### config.mk
export PLATFORM = sky130hd
export DESIGN_NAME = ins_dec_stage_flat
export DESIGN_NICKNAME = d
export VERILOG_FILES = /design/src/rtl/ins_dec_stage_if.sv /design/src/rtl/ins_dec_stage.sv /design/src/flat_wrapper.sv
export SDC_FILE = /design/constraint.sdc
export NUM_CORES = 1
export LEC_CHECK = 0
export BUFFER_PORTS_ARGS = -buffer_cell sky130_fd_sc_hd__buf_2
export CORE_UTILIZATION = 41
export CTS_CLUSTER_DIAMETER = 30
export DETAILED_ROUTE_END_ITERATION = 7
export GPL_TIMING_DRIVEN = 0
export PLACE_DENSITY = 0.89
export SLEW_MARGIN = 20
export SYNTH_ARGS = -nofsm -noshare
export SYNTH_HDL_FRONTEND = slang
export SYNTH_SLANG_ARGS = --single-unit
### constraint.sdc
create_clock -name clk -period 2.1 [get_ports clk]
set_clock_uncertainty 0.2 [all_clocks]
set_input_delay 0.315 -clock clk [delete_from_list [all_inputs] [get_ports clk]]
set_output_delay 0.315 -clock clk [all_outputs]
set_load 0.01 [all_outputs]
### src/rtl/ins_dec_stage_if.sv
// ins_dec_stage_if: the stage's handshake and bus signals.
// The slave modport is the decode stage. The master modport is whoever
// drives instructions in, consumes decoded fields and reports write-back.
interface ins_dec_stage_if #(
    parameter int DW    = 4,
    parameter int RW    = 2,
    parameter int INS_W = 16
);
    logic [INS_W-1:0] INS;
    logic             in_valid;
    logic             in_ready;
    logic             flush;
    logic             out_valid;
    logic             out_ready;
    logic             sel_data;
    logic             write_en;
    logic             alu_op;
    logic             is_branch;
    logic [RW-1:0]    SEL_A;
    logic [RW-1:0]    SEL_B;
    logic [RW-1:0]    SEL_W;
    logic [DW-1:0]    IMM;
    logic [DW-1:0]    JMP;
    logic             stall;
    logic             wb_valid;
    logic [RW-1:0]    WB_SEL;

    modport slave (
        input  INS, in_valid, flush, out_ready, wb_valid, WB_SEL,
        output in_ready, out_valid, sel_data, write_en, alu_op, is_branch,
        output SEL_A, SEL_B, SEL_W, IMM, JMP, stall
    );

    modport master (
        output INS, in_valid, flush, out_ready, wb_valid, WB_SEL,
        input  in_ready, out_valid, sel_data, write_en, alu_op, is_branch,
        input  SEL_A, SEL_B, SEL_W, IMM, JMP, stall
    );
endinterface

### src/rtl/ins_dec_stage.sv
// ins_dec_stage: registered instruction-decode stage with a valid/ready
// handshake, a flush path for taken branches and an optional register
// scoreboard that holds RAW/WAW hazards until write-back.
// Optional feature macro: INS_DEC_SCOREBOARD_EN (undefined = no scoreboard,
// stall tied low, write-back inputs ignored).
module ins_dec_stage #(
    parameter int DW    = 4,
    parameter int RW    = 2,
    parameter int INS_W = 16
) (
    input  logic              clk,
    input  logic              rst,
    ins_dec_stage_if.slave    bus
);
    localparam int NREG = 2 ** RW;

    logic [2:0]    op;
    logic          dec_sel_data;
    logic          dec_write_en;
    logic          dec_alu_op;
    logic          dec_is_branch;

    logic          full;
    logic          sel_data_q;
    logic          write_en_q;
    logic          alu_op_q;
    logic          is_branch_q;
    logic [RW-1:0] sel_a_q;
    logic [RW-1:0] sel_b_q;
    logic [RW-1:0] sel_w_q;
    logic [DW-1:0] imm_q;
    logic [DW-1:0] jmp_q;

    logic          stall_i;
    logic          out_valid_i;
    logic          in_ready_i;
    logic          xfer;
    logic          issue;
    logic          accept;

    // Bits above the opcode field are don't-care; fold them here so the
    // whole word is visibly consumed.
    logic          unused_ins;
    assign unused_ins = ^bus.INS;

    assign op = bus.INS[2*DW+2:2*DW];

    // Opcode decode of the incoming word
    always_comb begin
        dec_sel_data  = op[1];
        dec_alu_op    = op[0];
        dec_is_branch = (op == 3'b100);
        dec_write_en  = (op[2] | ~op[1] | ~op[0]) & (~op[2] | op[1] | op[0]);
    end

    assign out_valid_i = full & ~stall_i;
    assign xfer        = out_valid_i & bus.out_ready;
    // A flushed instruction never counts as issued, so it cannot mark its
    // destination pending.
    assign issue       = xfer & ~bus.flush;
    assign in_ready_i  = ~rst & (~full | xfer);
    assign accept      = bus.in_valid & in_ready_i & ~bus.flush;

    // Pipeline register: capture on accept, drop on issue or flush
    always_ff @(posedge clk) begin
        if (rst) begin
            full        <= 1'b0;
            sel_data_q  <= 1'b0;
            write_en_q  <= 1'b0;
            alu_op_q    <= 1'b0;
            is_branch_q <= 1'b0;
            sel_a_q     <= '0;
            sel_b_q     <= '0;
            sel_w_q     <= '0;
            imm_q       <= '0;
            jmp_q       <= '0;
        end else if (bus.flush) begin
            full <= 1'b0;
        end else if (accept) begin
            full        <= 1'b1;
            sel_data_q  <= dec_sel_data;
            write_en_q  <= dec_write_en;
            alu_op_q    <= dec_alu_op;
            is_branch_q <= dec_is_branch;
            sel_b_q     <= bus.INS[RW-1:0];
            sel_a_q     <= bus.INS[2*RW-1:RW];
            sel_w_q     <= bus.INS[3*RW-1:2*RW];
            imm_q       <= bus.INS[DW-1:0];
            jmp_q       <= bus.INS[2*DW-1:DW];
        end else if (issue) begin
            full <= 1'b0;
        end
    end

`ifdef INS_DEC_SCOREBOARD_EN
    logic [NREG-1:0] pending;
    logic [NREG-1:0] pending_set;
    logic [NREG-1:0] pending_clr;
    logic            reads_regs;

    assign reads_regs = write_en_q & ~sel_data_q;

    // Set/clear masks for this cycle's issue and write-back
    always_comb begin
        pending_set = '0;
        pending_clr = '0;
        if (issue && write_en_q) begin
            pending_set[sel_w_q] = 1'b1;
        end
        if (bus.wb_valid) begin
            pending_clr[bus.WB_SEL] = 1'b1;
        end
    end

    // Pending vector; a same-cycle set overrides the clear
    always_ff @(posedge clk) begin
        if (rst) begin
            pending <= '0;
        end else begin
            pending <= (pending & ~pending_clr) | pending_set;
        end
    end

    // Only registered pending bits are consulted: no write-back bypass
    assign stall_i = full &
                     ((reads_regs & (pending[sel_a_q] | pending[sel_b_q])) |
                      (write_en_q & pending[sel_w_q]));
`else
    logic unused_wb;
    assign unused_wb = ^{bus.wb_valid, bus.WB_SEL};
    assign stall_i   = 1'b0;
`endif

    assign bus.in_ready  = in_ready_i;
    assign bus.out_valid = out_valid_i;
    assign bus.stall     = stall_i;
    assign bus.sel_data  = sel_data_q;
    assign bus.write_en  = write_en_q;
    assign bus.alu_op    = alu_op_q;
    assign bus.is_branch = is_branch_q;
    assign bus.SEL_A     = sel_a_q;
    assign bus.SEL_B     = sel_b_q;
    assign bus.SEL_W     = sel_w_q;
    assign bus.IMM       = imm_q;
    assign bus.JMP       = jmp_q;
endmodule

### src/flat_wrapper.sv
// flat-port wrapper written by rule: the top's interface ports become plain ports
module ins_dec_stage_flat 
#(
    parameter int DW    = 4,
    parameter int RW    = 2,
    parameter int INS_W = 16
)
  (clk, rst, bus_INS, bus_in_valid, bus_flush, bus_out_ready, bus_wb_valid, bus_WB_SEL, bus_in_ready, bus_out_valid, bus_sel_data, bus_write_en, bus_alu_op, bus_is_branch, bus_SEL_A, bus_SEL_B, bus_SEL_W, bus_IMM, bus_JMP, bus_stall);
  ins_dec_stage_if #(.DW(DW), .RW(RW), .INS_W(INS_W)) bus_i ();
  input  logic clk;
  input  logic rst;
  input wire logic [$bits(bus_i.INS)-1:0] bus_INS;
  input wire logic [$bits(bus_i.in_valid)-1:0] bus_in_valid;
  input wire logic [$bits(bus_i.flush)-1:0] bus_flush;
  input wire logic [$bits(bus_i.out_ready)-1:0] bus_out_ready;
  input wire logic [$bits(bus_i.wb_valid)-1:0] bus_wb_valid;
  input wire logic [$bits(bus_i.WB_SEL)-1:0] bus_WB_SEL;
  output wire logic [$bits(bus_i.in_ready)-1:0] bus_in_ready;
  output wire logic [$bits(bus_i.out_valid)-1:0] bus_out_valid;
  output wire logic [$bits(bus_i.sel_data)-1:0] bus_sel_data;
  output wire logic [$bits(bus_i.write_en)-1:0] bus_write_en;
  output wire logic [$bits(bus_i.alu_op)-1:0] bus_alu_op;
  output wire logic [$bits(bus_i.is_branch)-1:0] bus_is_branch;
  output wire logic [$bits(bus_i.SEL_A)-1:0] bus_SEL_A;
  output wire logic [$bits(bus_i.SEL_B)-1:0] bus_SEL_B;
  output wire logic [$bits(bus_i.SEL_W)-1:0] bus_SEL_W;
  output wire logic [$bits(bus_i.IMM)-1:0] bus_IMM;
  output wire logic [$bits(bus_i.JMP)-1:0] bus_JMP;
  output wire logic [$bits(bus_i.stall)-1:0] bus_stall;
  assign bus_i.INS = bus_INS;
  assign bus_i.in_valid = bus_in_valid;
  assign bus_i.flush = bus_flush;
  assign bus_i.out_ready = bus_out_ready;
  assign bus_i.wb_valid = bus_wb_valid;
  assign bus_i.WB_SEL = bus_WB_SEL;
  assign bus_in_ready = bus_i.in_ready;
  assign bus_out_valid = bus_i.out_valid;
  assign bus_sel_data = bus_i.sel_data;
  assign bus_write_en = bus_i.write_en;
  assign bus_alu_op = bus_i.alu_op;
  assign bus_is_branch = bus_i.is_branch;
  assign bus_SEL_A = bus_i.SEL_A;
  assign bus_SEL_B = bus_i.SEL_B;
  assign bus_SEL_W = bus_i.SEL_W;
  assign bus_IMM = bus_i.IMM;
  assign bus_JMP = bus_i.JMP;
  assign bus_stall = bus_i.stall;
  ins_dec_stage #(.DW(DW), .RW(RW), .INS_W(INS_W)) u_core (.clk(clk), .rst(rst), .bus(bus_i));
endmodule
# == Word level (Yosys, flattened, before mapping) ==
# Index checks and enable logic that the tools add are counted.
# Widths: inputs -> output; s select.
# op_classes
eq_ne,1
mux,2
bitwise,17
reduce_logical,3
# op_table
op,n
$and 1x1->1,6
$not 1->1,6
$or 1x1->1,5
$eq 3x3->1 const B,1
$mux 1,2
$reduce_and 2->1,1
$reduce_bool 2->1,1
$reduce_or 2->1,1
# totals
register_bits,19
out_inout_bits,21

# == Depth between registers and ports, before layout ==
# logic_depth
depth_word,6
mapped_depth,4

# == Worst setup path before layout ==
# Ideal clock, no wire load.
# synth_timing
path_type,reg-to-output
startpoint,"register u_core.full, in the netlist u_core.bus.out_valid"
endpoint,output bus_in_ready
arrival_time_ns,0.941
setup_slack_ns,0.644
path_stages_with_launch,4
path_cell_list,dfxtp_1 > nor2b_1 > buf_2 > nor2_1
# synth_via
elab_chain_cells,3
word_cells_on_any_way,4
classes_between,4 x bitwise
# synth_rtl
item,line_no,rtl
from (decl),ins_dec_stage.sv:23,logic full;
from (signal assigned),ins_dec_stage.sv:67,full <= 1'b0;
from (signal assigned),ins_dec_stage.sv:78,full <= 1'b0;
from (signal assigned),ins_dec_stage.sv:80,full <= 1'b1;
$and 1x1->1 or $not 1->1 (tied branches),"ins_dec_stage.sv:57, ins_dec_stage.sv:61",
$or 1x1->1 (*),ins_dec_stage.sv:61,assign in_ready_i = ~rst & (~full | xfer);
$and 1x1->1 (*),ins_dec_stage.sv:61,
to (decl),flat_wrapper.sv:18,output wire logic [$bits(bus_i.in_ready)-1:0] bus_in_ready;
# Every way passes the cells marked *; elsewhere a longest branch is shown, timed or not.

# == Worst setup path after layout ==
# Ends and elaborated chain as after synthesis.

==> reports/metrics.cfg <==
[sta]
period_needed_ns=1.961
maxSlewViolCount=0
finalCritPeriodShare=0.9339
tns_ns=0
setup_viol=0
rsz0062_at_grt=false
fmax_ghz=0.5099
hold_violations=0
whs_ns=0.007423

[cts]
insertion_delay_ns=0.28
cts_setup_buffers=0
cts_resized=0
cts_made_buffers=3
cts_tree=done
clock_tree.root_cell=clkbuf_4
path_clk_slew_ns=0.08
cts.path.max_buffers=2
cts_sinks=13
cts_max_level=1
ctsHoldBuffers=0

[global_routing]
overflow=0
grt.total_usage=0.1886
grt_pass1_wl_um=2014
first_global_vias=497
antenna_found_initial=0
grt_max_degree=11

[critical_path]
cp_data_arrival_time_ns=1.45
path_common_cell=buf_2
ff2ff_setup_slack_ns=0.65
worstSetupPathType=flip-flop to output pin
slowest_stage=dfxtp_1
cp_top_family=buffers and inverters
worst_ep_required_time_ns=1.58
max_stage_delay_ns=0.36
cp_max_fo=10
endpoint_kind=output pin
path_cells=nor2b_1, buf_2, nor2_1, buf_2
start_kind=flip-flop
cp_num_buf_inv=2

[detailed_routing]
avgViaCountPerCell=5.323
vias=676
drc_errors=0
postRouteAntennaNets=0
wl_um=1457
first_pass_iters=4
drt-initial-drc-count=28
wl_per_cell_um=11.47

[finish]
drive_above_1_share=0.4196
diodes=0
finalNonFillerCells=127
final_common_cell=buf_2
layout.nets=137
area_growth_pct=36.21
layout_common_cells=buf_2, dfxtp_1, nand2_1

[synthesis]
yosysTopAreaCellShare=0.4280
ys_seq_elements=13
yosysWarnings=0
syn_area_sq_um=608.1
yosys.area.top_type=dfxtp_1
synthCells=73
yosysSeqAreaShare=0.4280
avgSynthCellArea_sq_um=8.330
synth_cell_types=19
synth_nets=97
ys_top_cells_by_area=dfxtp_1, o211ai_1, nand4_1

[place]
place_inst=123
hpwl_um=1088
place.gp.congestion=0.8093
io_buffers=35

[floorplanning]
die_h_um=40.51
initial_core_util=0.4559
coreArea_sq_mm=0.001334
die_area_sq_mm=0.001641
rows=13
die_x_um=40.51
ioPinCount=45

[worst_hold_path]
hold_class=input port to flip-flop

[power_and_ir_drop]
irDropWorstVdd_uv=376.9
p_leak_uw=0.0004444
finalPower_uw=515.6
p_per_area_mw_per_mm2=622.5

[job]
maxCapViolations=0

[status]
status=completed

-- power by group --
group / switching, uW / total [uW] / internal, uW / leakage, uW
Sequential: 7.02 / 265 / 258 / 0.000106
Clock: 86.6 / 161 / 73.9 / 0.0000150
Combinational: 47.9 / 89.7 / 41.8 / 0.000323
-- path summary, 6_finish.rpt --
path / cells past startpoint / startpoint / end
setup reg to reg: 4 / u_core.bus.out_valid / u_core.bus.sel_data
setup / recovery: 4 / u_core.bus.out_valid / bus_in_ready
hold / removal: 2 / bus_flush / u_core.bus.out_valid
hold reg to reg: 2 / u_core.bus.JMP[2] / u_core.bus.JMP[2]
-- layout make-up --
| cell class | count | area, sq um |
|---|---|---|
| Tap cell | 15 | 18.77 |
| Fill cell | 113 | 505.5 |
| Sequential cell | 13 | 260.3 |
| Timing Repair Buffer | 35 | 175.2 |
| Clock buffer | 4 | 26.28 |
| Multi-Input combinational cell | 46 | 267.8 |
| Buffer | 13 | 76.32 |
| Inverter | 1 | 3.754 |
-- synth_stat cells --
| library cell | instances |
|---|---|
| a21oi_1 | 1 |
| dfxtp_1 | 13 |
| nor2_1 | 2 |
| nor2b_1 | 2 |
| o21ai_0 | 2 |
| o2111ai_1 | 1 |
| nor3_1 | 1 |
| nand4_1 | 10 |
| or3b_1 | 1 |
| nand2_1 | 11 |
| conb_1 | 1 |
| buf_2 | 1 |
| nand2b_1 | 2 |
| clkbuf_1 | 5 |
| or3_1 | 1 |
| buf_4 | 7 |
| inv_1 | 1 |
| o211ai_1 | 10 |
| a21oi_2 | 1 |
-- sequential cells by signal, indices dropped and copies added, names as in the netlist --
signal                count
u_core.bus.out_valid      1
u_core.bus.is_branch      1
u_core.bus.SEL_A          1
u_core.bus.sel_data       1
u_core.bus.alu_op         1
u_core.bus.write_en       1
u_core.bus.IMM            3
u_core.bus.JMP            4
-- cell families (layout without fill, tap and decap cells) --
| family | count (synthesis) | in the layout | share of synthesized area |
|---|---|---|---|
| compound gates | 15 | 15 | 0.1769 |
| simple gates | 30 | 30 | 0.2572 |
| buf+inv | 14 | 53 | 0.1317 |
| flops | 13 | 13 | 0.4280 |
| other cells | 1 | 1 | 0.006167 |
-- routing by layer --
layer	GRT usage	wire length, um	vias to the layer above
met4	0.1500	52	0
li1	-	-	333
met3	0.03333	92	6
met5	0	0	-
met1	0.2274	582	305
met2	0.2897	730	32
-- stage by stage --
step                      worst slack [ns]  utilization  cell area [sq um]
final                               0.1389       0.6210              828.3
after global routing               0.05148       0.6210              828.3
after CTS                           0.1384       0.6210              828.3
after detailed placement            0.4249       0.6013              802.0
after global placement              0.4460       0.6013              802.0
after floorplan                     0.6439            -              608.1
(Power assumes the default switching activity.)
